$ cat src/rtl/load_store_unit.sv
// RV32I load/store initiator for a word-addressed data memory.
// Sub-word stores go through a read-modify-write sequence.
module load_store_unit (
  input  logic        clk,
  input  logic        reset,
  input  logic        req,
  input  logic        we,
  input  logic [2:0]  funct3,
  input  logic [31:0] addr,
  input  logic [31:0] wdata,
  output logic        busy,
  output logic        done,
  output logic        error,
  output logic [31:0] rdata,
  output logic        MemRead,
  output logic        MemWrite,
  output logic [31:0] mem_addr,
  output logic [31:0] mem_wdata,
  input  logic [31:0] mem_rdata
);

  typedef enum logic [2:0] {IDLE, LOAD, RMW_RD, STORE, RESP} state_t;

  state_t      state_q;
  logic [31:0] addr_q;
  logic [2:0]  funct3_q;
  logic [31:0] wdata_q;
  logic [31:0] wbuf_q;
  logic [31:0] rdata_q;
  logic        busy_q;
  logic        done_q;
  logic        error_q;
  logic        memRead_q;
  logic        memWrite_q;

  logic        legal;
  logic [4:0]  byteShift;
  logic [4:0]  halfShift;
  logic [4:0]  laneShift;
  logic [31:0] laneMask;
  logic [31:0] shiftedRead;
  logic [7:0]  byteLane;
  logic [15:0] halfLane;
  logic [31:0] loadData_d;
  logic [31:0] mergedWord_d;

  // Alignment and funct3 legality of the incoming request.
  always_comb begin
    legal = 1'b0;
    case (funct3)
      3'b000:  legal = 1'b1;
      3'b001:  legal = ~addr[0];
      3'b010:  legal = (addr[1:0] == 2'b00);
      3'b100:  legal = ~we;
      3'b101:  legal = ~we & ~addr[0];
      default: legal = 1'b0;
    endcase
  end

  assign byteShift   = {addr_q[1:0], 3'b000};
  assign halfShift   = {addr_q[1], 4'b0000};
  assign shiftedRead = mem_rdata >> byteShift;
  assign byteLane    = shiftedRead[7:0];
  assign halfLane    = addr_q[1] ? mem_rdata[31:16] : mem_rdata[15:0];

  always_comb begin
    loadData_d = mem_rdata;
    case (funct3_q)
      3'b000:  loadData_d = {{24{byteLane[7]}}, byteLane};
      3'b001:  loadData_d = {{16{halfLane[15]}}, halfLane};
      3'b100:  loadData_d = {24'h000000, byteLane};
      3'b101:  loadData_d = {16'h0000, halfLane};
      default: loadData_d = mem_rdata;
    endcase
  end

  // funct3_q[0] distinguishes SH from SB once the request is known to be legal.
  assign laneShift    = funct3_q[0] ? halfShift : byteShift;
  assign laneMask     = funct3_q[0] ? (32'h0000FFFF << halfShift) : (32'h000000FF << byteShift);
  assign mergedWord_d = (mem_rdata & ~laneMask) | ((wdata_q << laneShift) & laneMask);

  always_ff @(posedge clk or posedge reset) begin
    if (reset) begin
      state_q    <= IDLE;
      addr_q     <= '0;
      funct3_q   <= '0;
      wdata_q    <= '0;
      wbuf_q     <= '0;
      rdata_q    <= '0;
      busy_q     <= 1'b0;
      done_q     <= 1'b0;
      error_q    <= 1'b0;
      memRead_q  <= 1'b0;
      memWrite_q <= 1'b0;
    end else begin
      done_q     <= 1'b0;
      memRead_q  <= 1'b0;
      memWrite_q <= 1'b0;
      case (state_q)
        IDLE: begin
          if (req) begin
            addr_q   <= addr;
            funct3_q <= funct3;
            wdata_q  <= wdata;
            busy_q   <= 1'b1;
            if (!legal) begin
              error_q <= 1'b1;
              done_q  <= 1'b1;
              state_q <= RESP;
            end else if (!we) begin
              memRead_q <= 1'b1;
              state_q   <= LOAD;
            end else if (funct3 == 3'b010) begin
              wbuf_q     <= wdata;
              memWrite_q <= 1'b1;
              state_q    <= STORE;
            end else begin
              memRead_q <= 1'b1;
              state_q   <= RMW_RD;
            end
          end
        end
        LOAD: begin
          rdata_q <= loadData_d;
          done_q  <= 1'b1;
          state_q <= RESP;
        end
        RMW_RD: begin
          wbuf_q     <= mergedWord_d;
          memWrite_q <= 1'b1;
          state_q    <= STORE;
        end
        STORE: begin
          done_q  <= 1'b1;
          state_q <= RESP;
        end
        RESP: begin
          busy_q  <= 1'b0;
          error_q <= 1'b0;
          state_q <= IDLE;
        end
        default: begin
          busy_q  <= 1'b0;
          error_q <= 1'b0;
          state_q <= IDLE;
        end
      endcase
    end
  end

  assign busy      = busy_q;
  assign done      = done_q;
  assign error     = error_q;
  assign rdata     = rdata_q;
  assign MemRead   = memRead_q;
  assign MemWrite  = memWrite_q;
  assign mem_addr  = {addr_q[31:2], 2'b00};
  assign mem_wdata = wbuf_q;

endmodule

$ cat config.mk
export PLATFORM = sky130hd
export DESIGN_NAME = load_store_unit
export DESIGN_NICKNAME = d
export VERILOG_FILES = /design/src/rtl/load_store_unit.sv
export SDC_FILE = /design/constraint.sdc
export NUM_CORES = 1
export LEC_CHECK = 0
export ABC_CLOCK_PERIOD_IN_PS = 6700
export CAP_MARGIN = 10
export CORE_MARGIN = 2
export CORE_UTILIZATION = 50
export CTS_BUF_LIST = sky130_fd_sc_hd__clkbuf_8 sky130_fd_sc_hd__clkbuf_16
export DETAILED_ROUTE_END_ITERATION = 7
export PLACE_DENSITY = 0.86
export SLEW_MARGIN = 30
export SYNTH_ARGS = -nofsm -noshare
export SYNTH_HDL_FRONTEND = slang
export SYNTH_SLANG_ARGS = --single-unit
$ cat constraint.sdc
create_clock -name clk -period 6.7 [get_ports clk]
set_input_delay 1.005 -clock clk [delete_from_list [all_inputs] [get_ports clk]]
set_output_delay 1.005 -clock clk [all_outputs]
set_load 0.02 [all_outputs]
# --- Word-level counts from Yosys, hierarchy flattened ---
# Cells that the tools add are included.
# W data, S select, Z words.
totals:
  regBits: 139
  output_inout_bits: 101
  wordCells: 82
classes:
  n_eq_ne: 15
  n_shift: 4
  n_mux: 33
  bitwise: 8
  reduce_logical: 11
op_table:
  columns: ["operator", "count"]
  rows:
  - ["$mux W32", 5]
  - ["$pmux W32 S4", 1]
  - ["$and A32 B32 Y32", 2]
  - ["$pmux W32 S2", 1]
  - ["$not A32 Y32", 1]
  - ["$or A32 B32 Y32", 1]
  - ["$shl A16 B5 Y32 const A", 1]
  - ["$shl A32 B5 Y32", 1]
  - ["$shl A8 B5 Y32 const A", 1]
  - ["$shr A32 B5 Y8", 1]
  - ["$mux W16", 1]
  - ["$mux W1", 15]
  - ["$eq A3 B3 Y1 const B", 4]
  - ["$ne A2 B2 Y1 const B", 5]
  - ["$eq A3 B1 Y1 const B", 3]
  - ["$eq A3 B2 Y1 const B", 3]
  - ["$logic_not A3 Y1", 3]
  - ["$pmux W3 S3", 1]
  - ["$pmux W1 S2", 4]
  - ["$mux W3", 2]
  - ["$pmux W1 S5", 1]
  - ["$reduce_and A5 Y1", 1]
  - ["$mux W4", 1]
  - ["$reduce_and A2 Y1", 2]
  - ["8 further kinds", 10]

# --- Longest topological paths before layout ---
# Gate-level depths: netlist of run 1.
depth:
  depth_word: 6
  mapped_depth: 8

# --- Worst setup path before layout of run 1 ---
# Ideal clock, no wire load.
synth_timing:
  path_type: "input to register"
  start: "in funct3[2]"
  end: "reg wbuf_q[0] (netlist: mem_wdata[0])"
  setup_time_ns: 0.126
  t_arrival_ns: 2.119
  t_required_ns: 6.574
  path_slack_ns: 4.455
  path_stages: 5
  cell_sequence: "and4bb_1 -> nor3b_4 -> a31oi_4 -> buf_2 -> a221o_1"
synth_between:
  elab_chain_cells: 4
  word_cells_on_any_way: 9
  cone_classes: "6 x eq/ne; 1 x mux; 2 x reduce/logical"
synth_rtl:
  columns: ["element", "line", "rtl"]
  rows:
  - ["from (decl)", "8", "input logic [2:0] funct3,"]
  - ["$eq A3 B3 Y1 (tied with other cells)", "50", "case (funct3)"]
  - ["$pmux W1 S5", "50", null]
  - ["$ne A2 B2 Y1 (no line)", null, null]
  - ["$reduce_and A5 Y1 (no line) *", null, null]
  - ["to (signal assigned)", "114", "wbuf_q <= wdata;"]
  - ["to (signal assigned)", "129", "wbuf_q <= mergedWord_d;"]
  - ["to (decl)", "28", "logic [31:0] wbuf_q;"]
# Every way passes the cells marked *; elsewhere a longest branch is shown, timed or not.
# A chain may end at the register's enable or synchronous reset.

# --- Worst setup path after layout of run 1 ---
layout_timing:
  start: "in req"
  end: "reg wbuf_q[27] (netlist: mem_wdata[27])"
layout_between:
  elab_chain_cells: 2
layout_rtl:
  columns: ["element", "line", "rtl"]
  rows:
  - ["from (decl)", "6", "input logic req,"]
  - ["$ne A2 B2 Y1 (no line)", null, null]
  - ["$reduce_and A5 Y1 (no line)", null, null]
# Every way passes these cells.

==> reports/summary.log, run 1 <==
[flow_run] max-capacitance violation count 0
[sta] Slew Limit Fails 0
[die] die area 13600 µm²
[logic_synthesis] most instantiated flip-flop cell in the synthesis netlist dfrtp_1
[placed_design] total of buffers placed on input and output ports 201
[route] Pre-antenna DRT Iters 5
[logic_synthesis] most instantiated cells after synthesis dfrtp_1 (123), mux2_2 (57), nand3_1 (47), o21ai_0 (40), a21oi_1 (37)
[sta] unrepaired setup endpoints after global routing false
[placed_design] DP Area 8130 µm²
[power] portion of total power attributed to combinational logic 45.2%
[clock_tree] cts-stage hold buffer count 0
[die] floorplan core area 12500 µm²
[run_status] result of the run completed
[power] Clk network pwr share 23.4%
[clock_tree] buffers inserted by post-CTS timing repair 0
[layout] net count reported at finish 842
[layout] layout cells sized above 1 16.8%
[global_route] antenna violations before repair 0
[layout] post-layout instance area 8840 µm²
[global_route] total overflow reported by the global router 0
[sta] Final setup viols 0
[clock_tree] clock tree from TritonCTS yes
[sta] worst-margin pin slew 0.939 ns
[power] Leakage 0.00354 µW
[setup_path] Req. time, crit path 6.99 ns
[hold_path] worst hold path depth 2
[power] total net switching power 1730 µW
[clock_tree] clock sink count 123
[logic_synthesis] register area share after synthesis 48.6%
[die] initial standard-cell utilization of the core 50.6%
[setup_path] startpoint kind of the worst setup timing path primary input
[setup_path] FF-to-FF End mem_wdata[27]
[global_route] vias in the first global route 5494
[setup_path] Worst Path Max Fanout 37
[sta] final critical-path share of the clock period 54.8%
[power] net switching share of the total power 38.0%
[sta] final hold violations 0
[clock_tree] clock-pin slew on the worst setup and hold paths 0.05 ns
[logic_synthesis] count of cell types in the netlist 49
[setup_path] Worst path slowest cell nor3_4
[die] vertical die dimension 117 µm
[setup_path] Buffers & Inverters on Critical Path 2
[die] width of the chip 117 µm
[logic_synthesis] area leader, netlist dfrtp_1
[route] number of nets still failing antenna checks after routing 0
[logic_synthesis] syn avg cell area 10.6 µm²
[clock_tree] htree depth 4
[setup_path] Worst Reg2Reg Path Length in Cells 5
[power] worst IR drop on VDD 0.000239 V
[logic_synthesis] top-count cell post-synth dfrtp_1
[sta] Slew HR 37.0%
[layout] Syn-to-layout area delta 39.5%
[logic_synthesis] post-synthesis cell count 595
[hold_path] hold endpoint rdata[27]
[logic_synthesis] top post-synthesis cells by area dfrtp_1 (49%), mux2_2 (10%), buf_4 (4.1%)
[logic_synthesis] total standard cell area after synthesis 6330 µm²
[setup_path] capturing element type of the critical path register
[global_route] pin count of the biggest net entering global routing 82
[logic_synthesis] Yosys reg bits 123
[hold_path] Hold Crit Start rdata[27]
[hold_path] Hold Crit Class reg2reg
[clock_tree] number of buffers inserted during clock tree synthesis 17
[sta] Sum Neg Setup Slack 0 ns
[setup_path] setup slack on the worst flop-to-flop path 3.68 ns
[power] internal cell power 2820 µW
[layout] n_diodes 0
[clock_tree] cells resized by post-CTS repair 0
[logic_synthesis] Yosys warning total 0
[sta] maximum clock frequency 272 MHz
[logic_synthesis] share of Yosys cell area claimed by the top area cell type 48.6%
[sta] final critical-path required period 3.67 ns
[power] power share of the sequential group 31.4%
[global_route] all-layer global routing usage 28.2%
[route] mean routed wirelength per cell 21.0 µm
[logic_synthesis] number of enable flip-flop cells after synthesis 0
[setup_path] Top delay family on crit path simple AND/OR/NAND/NOR gates
[setup_path] origin of the critical flop-to-flop path state_q[1]
[clock_tree] maximum clock insertion buffer count 2
[route] vias after detailed routing 5587
[setup_path] maximum cell stage delay along the critical path 0.72 ns
[placed_design] global placement routability congestion 0.932
[clock_tree] CTS Root Buffer Type clkbuf_16
[route] Via-to-Cell Ratio 6.05
[setup_path] critical-path cell list clkdlybuf4s50_1, nand2b_1, nor3_4, buf_4, nand2_1, o221a_2
[sta] final clock skew 0.00567 ns
[placed_design] Detail Placement HPWL 13300 µm
[setup_path] data arrival at the endpoint of the critical path 3.96 ns
[setup_path] worst setup path category in2reg
[route] final WL 19400 µm
[die] Core Rows 41
[route] drt first-iter violations 527
[clock_tree] worst skew pair latency 0.41 ns
[power] Pwr Density 515 nW/µm²
[global_route] global-route wire length before repair 29100 µm
[logic_synthesis] proportion of synthesized flip-flops having asynchronous set or reset 100%
[route] Post-route DRC 0
[die] number of ports placed on the die boundary 204
## state kept, by name, indices dropped and copies added (netlist names), 3 cells and up
signal,count
wdata_q,16
state_q,3
mem_wdata,32
addr_q,32
funct3_q,3
rdata,32
## per-stage QoR
stage	total power (µW)	std cells	setup WS (ns)	hold slack (ns)	utilization, %
after global placement	3380	892	2.82	0.480	65.0
after global routing	4770	924	2.84	0.509	70.6
after CTS	4550	924	3.04	0.498	70.5
after detailed placement	3460	892	2.63	0.483	65.0
final	4550	924	3.03	0.495	70.6
after floorplan	2680	596	2.42	0.482	-
## layout by cell type (no fill, tap or decap), drive strengths merged, types with 19 or more instances in the layout
cell type,count
nor2b,19
clkbuf,21
nand2,35
a21oi,37
dfrtp,123
o21ai,40
nor2,19
clkdlybuf4s50,201
mux2,57
nand3,57
## worst max path at each step
stage,startpoint,to,slack [ns],cells past startpoint
2_1_floorplan,reset,MemRead,2.42,1
3_3_place_gp,req,mem_wdata[29],2.82,6
3_5_place_dp,req,mem_wdata[27],2.63,6
4_1_cts,req,mem_wdata[27],3.04,6
5_1_grt,req,mem_wdata[27],2.84,6
6_report,req,mem_wdata[27],3.03,6
## logic make-up after synthesis
logic type	synth area share [%]
and+or+nand+nor	15.1
buffers and inverters	8.18
muxes	11.0
other	0.0592
DFF	48.6
AOI/OAI and AO/OA	17.1
## metal layers
metal / wire, µm / global-route usage, %
met5: 0 / 0
met4: 520 / 9.41
met3: 1650 / 6.95
met2: 9180 / 45.8
met1: 8020 / 37.4
## worst register-to-register path, cell delays in order, from the launching register on
cell      delay, ns
dfrtp_1        0.44
nand2b_1       0.24
nor3_4         0.72
buf_4          0.56
nand2_1        0.50
o221a_2        0.45
## power groups by stage
stage	clock, µW	sequential (µW)	combinational (µW)
6_report	1070	1430	2060
5_1_grt	1110	1460	2190
4_1_cts	1080	1420	2060
3_5_place_dp	0	1420	2040
3_3_place_gp	0	1400	1980
2_1_floorplan	0	1540	1140
## layout make-up
type                       count  area (µm²)
multi-input combinational    384        2760
tap                          172         215
inverter                       5        23.8
clock inverter                11         214
timing repair buffer         208        2060
clock buffer                  21         480
fill                         913        3680
sequential                   123        3080
(Power assumes the default switching activity.)
==> run 2, diff against run 1 <==
ABC_CLOCK_PERIOD_IN_PS = 3000   (was 6700)
CORE_UTILIZATION = 42   (was 50)
PLACE_DENSITY = 0.77   (was 0.86)
clock period = 3 ns   (was 6.7 ns; I/O delays follow)
==> reports/summary.log, run 2 (synthesis results as in run 1) <==
[run_status] result of the run completed
[power] Final Total Pwr 9790 µW
[power] Leakage 0.00355 µW
[sta] maximum clock frequency 388 MHz
[sta] worst-margin pin slew 0.917 ns
[route] Post-route DRC 0
[sta] final clock skew 0.00733 ns
[layout] commonest cells after routing, fill and taps aside clkdlybuf4s50_1 (201), dfrtp_1 (123), mux2_2 (57)
[sta] Slew HR 38.5%
[layout] layout cells sized above 1 16.7%
[power] worst IR drop on VDD 0.000564 V
[global_route] pin count of the biggest net entering global routing 48
[die] vertical die dimension 127 µm
[route] Via-to-Cell Ratio 5.85
[layout] n_diodes 0
[clock_tree] number of buffers inserted during clock tree synthesis 17
[setup_path] worst setup path category reg2reg
[global_route] antenna violations before repair 0
[route] mean routed wirelength per cell 20.3 µm
[setup_path] capturing element type of the critical path register
[flow_run] max-capacitance violation count 0
[global_route] global-route wire length before repair 29800 µm
[clock_tree] cts-stage hold buffer count 0
[layout] net count reported at finish 849
[sta] final critical-path share of the clock period 85.8%
[route] drt first-iter violations 489
[setup_path] startpoint kind of the worst setup timing path register
[global_route] total overflow reported by the global router 0
[hold_path] Hold Crit Class in2async
[die] width of the chip 127 µm
[clock_tree] maximum clock insertion buffer count 2
[route] final WL 19100 µm
[die] initial standard-cell utilization of the core 43.3%
[route] Pre-antenna DRT Iters 5
[clock_tree] clock-pin slew on the worst setup and hold paths 0.06 ns
[clock_tree] cells resized by post-CTS repair 0
[setup_path] Req. time, crit path 3.30 ns
[setup_path] Worst Path Max Fanout 34
[route] vias after detailed routing 5519
[placed_design] total of buffers placed on input and output ports 201
[clock_tree] htree depth 4
[die] floorplan core area 14600 µm²
[placed_design] Detail Placement HPWL 13800 µm
[layout] Syn-to-layout area delta 39.0%
[sta] final critical-path required period 2.57 ns
[global_route] vias in the first global route 5368
[clock_tree] clock sink count 123
[sta] Final setup viols 0
[layout] # fillers 1191
[sta] unrepaired setup endpoints after global routing false
[die] die area 16100 µm²
[route] number of nets still failing antenna checks after routing 0
[power] Pwr Density 1110 nW/µm²
[die] Core Rows 44
[clock_tree] clock tree from TritonCTS yes
[layout] most common cell after layout, fill and taps aside clkdlybuf4s50_1
[setup_path] data arrival at the endpoint of the critical path 2.88 ns
[global_route] all-layer global routing usage 23.9%
[placed_design] global placement routability congestion 0.870
[sta] Slew Limit Fails 0
[layout] final core utilization 60.1%
[sta] final hold violations 0
[clock_tree] buffers inserted by post-CTS timing repair 0
[die] number of ports placed on the die boundary 204
[sta] Sum Neg Setup Slack 0 ns
[clock_tree] CTS Root Buffer Type clkbuf_16
[clock_tree] worst skew pair latency 0.41 ns
## run 2: cell types whose count changed in the layout (fill, tap and decap cells not counted), moves of 2 or more
cell,delta
buf_4,+5
clkinv_2,+5
inv_1,+4
bufinv_16,-3
clkbuf_8,-3
buf_12,+2
clkinv_4,-2
## run 2: area by class of cell
type / count / area, µm² / area share (%)
flip-flops and latches: 123 / 3080 / 34.9
multi-input cells: 384 / 2760 / 31.3
inverters: 5 / 22.5 / 0.256
repair buffers: 215 / 2140 / 24.3
well taps: 184 / 230 / 2.61
clock buffers: 18 / 439 / 4.99
clock inverters: 14 / 139 / 1.58
## run 2: report_power, final
group          switching [µW]  internal (µW)
combinational            2390           2230
sequential                703           2470
clock                     700           1300
## run 2: worst max-delay path: stages, from the launching register on
cell and delay, ns:
dfrtp_1 0.53, clkinv_1 0.81, a21oi_1 0.74, nor3_1 0.14
a211oi_1 0.23
## run 2: metal layers
| layer | vias to the layer above | global-route usage [%] | part of all wire (%) |
|---|---|---|---|
| met5 | - | 0 | 0 |
| met4 | 0 | 9.50 | 3.0 |
| met3 | 41 | 5.86 | 7.7 |
| met2 | 310 | 37.1 | 46 |
| met1 | 2696 | 32.2 | 43 |
| li1 | 2472 | - | - |
## run 2: worst paths after layout
path | from | to | slack (ns) | cells after the start
max | addr_q[1] | rdata[6] | 0.43 | 4
min | reset | funct3_q[2] | 0.49 | 2
max reg2reg | addr_q[1] | rdata[6] | 0.43 | 4
min reg2reg | rdata[31] | rdata[31] | 0.49 | 2
max in group asynchronous | reset | rdata[4] | 1.81 | 3
min in group clk | rdata[31] | rdata[31] | 0.49 | 2
## run 2: through the flow
stage	setup WS, ns	hold slack (ns)	instances	instance area [µm²]
after floorplan	1.04	0.482	596	6340
after global placement	0.398	0.476	911	8230
after detailed placement	0.323	0.483	911	8230
after CTS	0.753	0.494	943	8810
after global routing	0.277	0.522	943	8810
final	0.426	0.493	943	8810
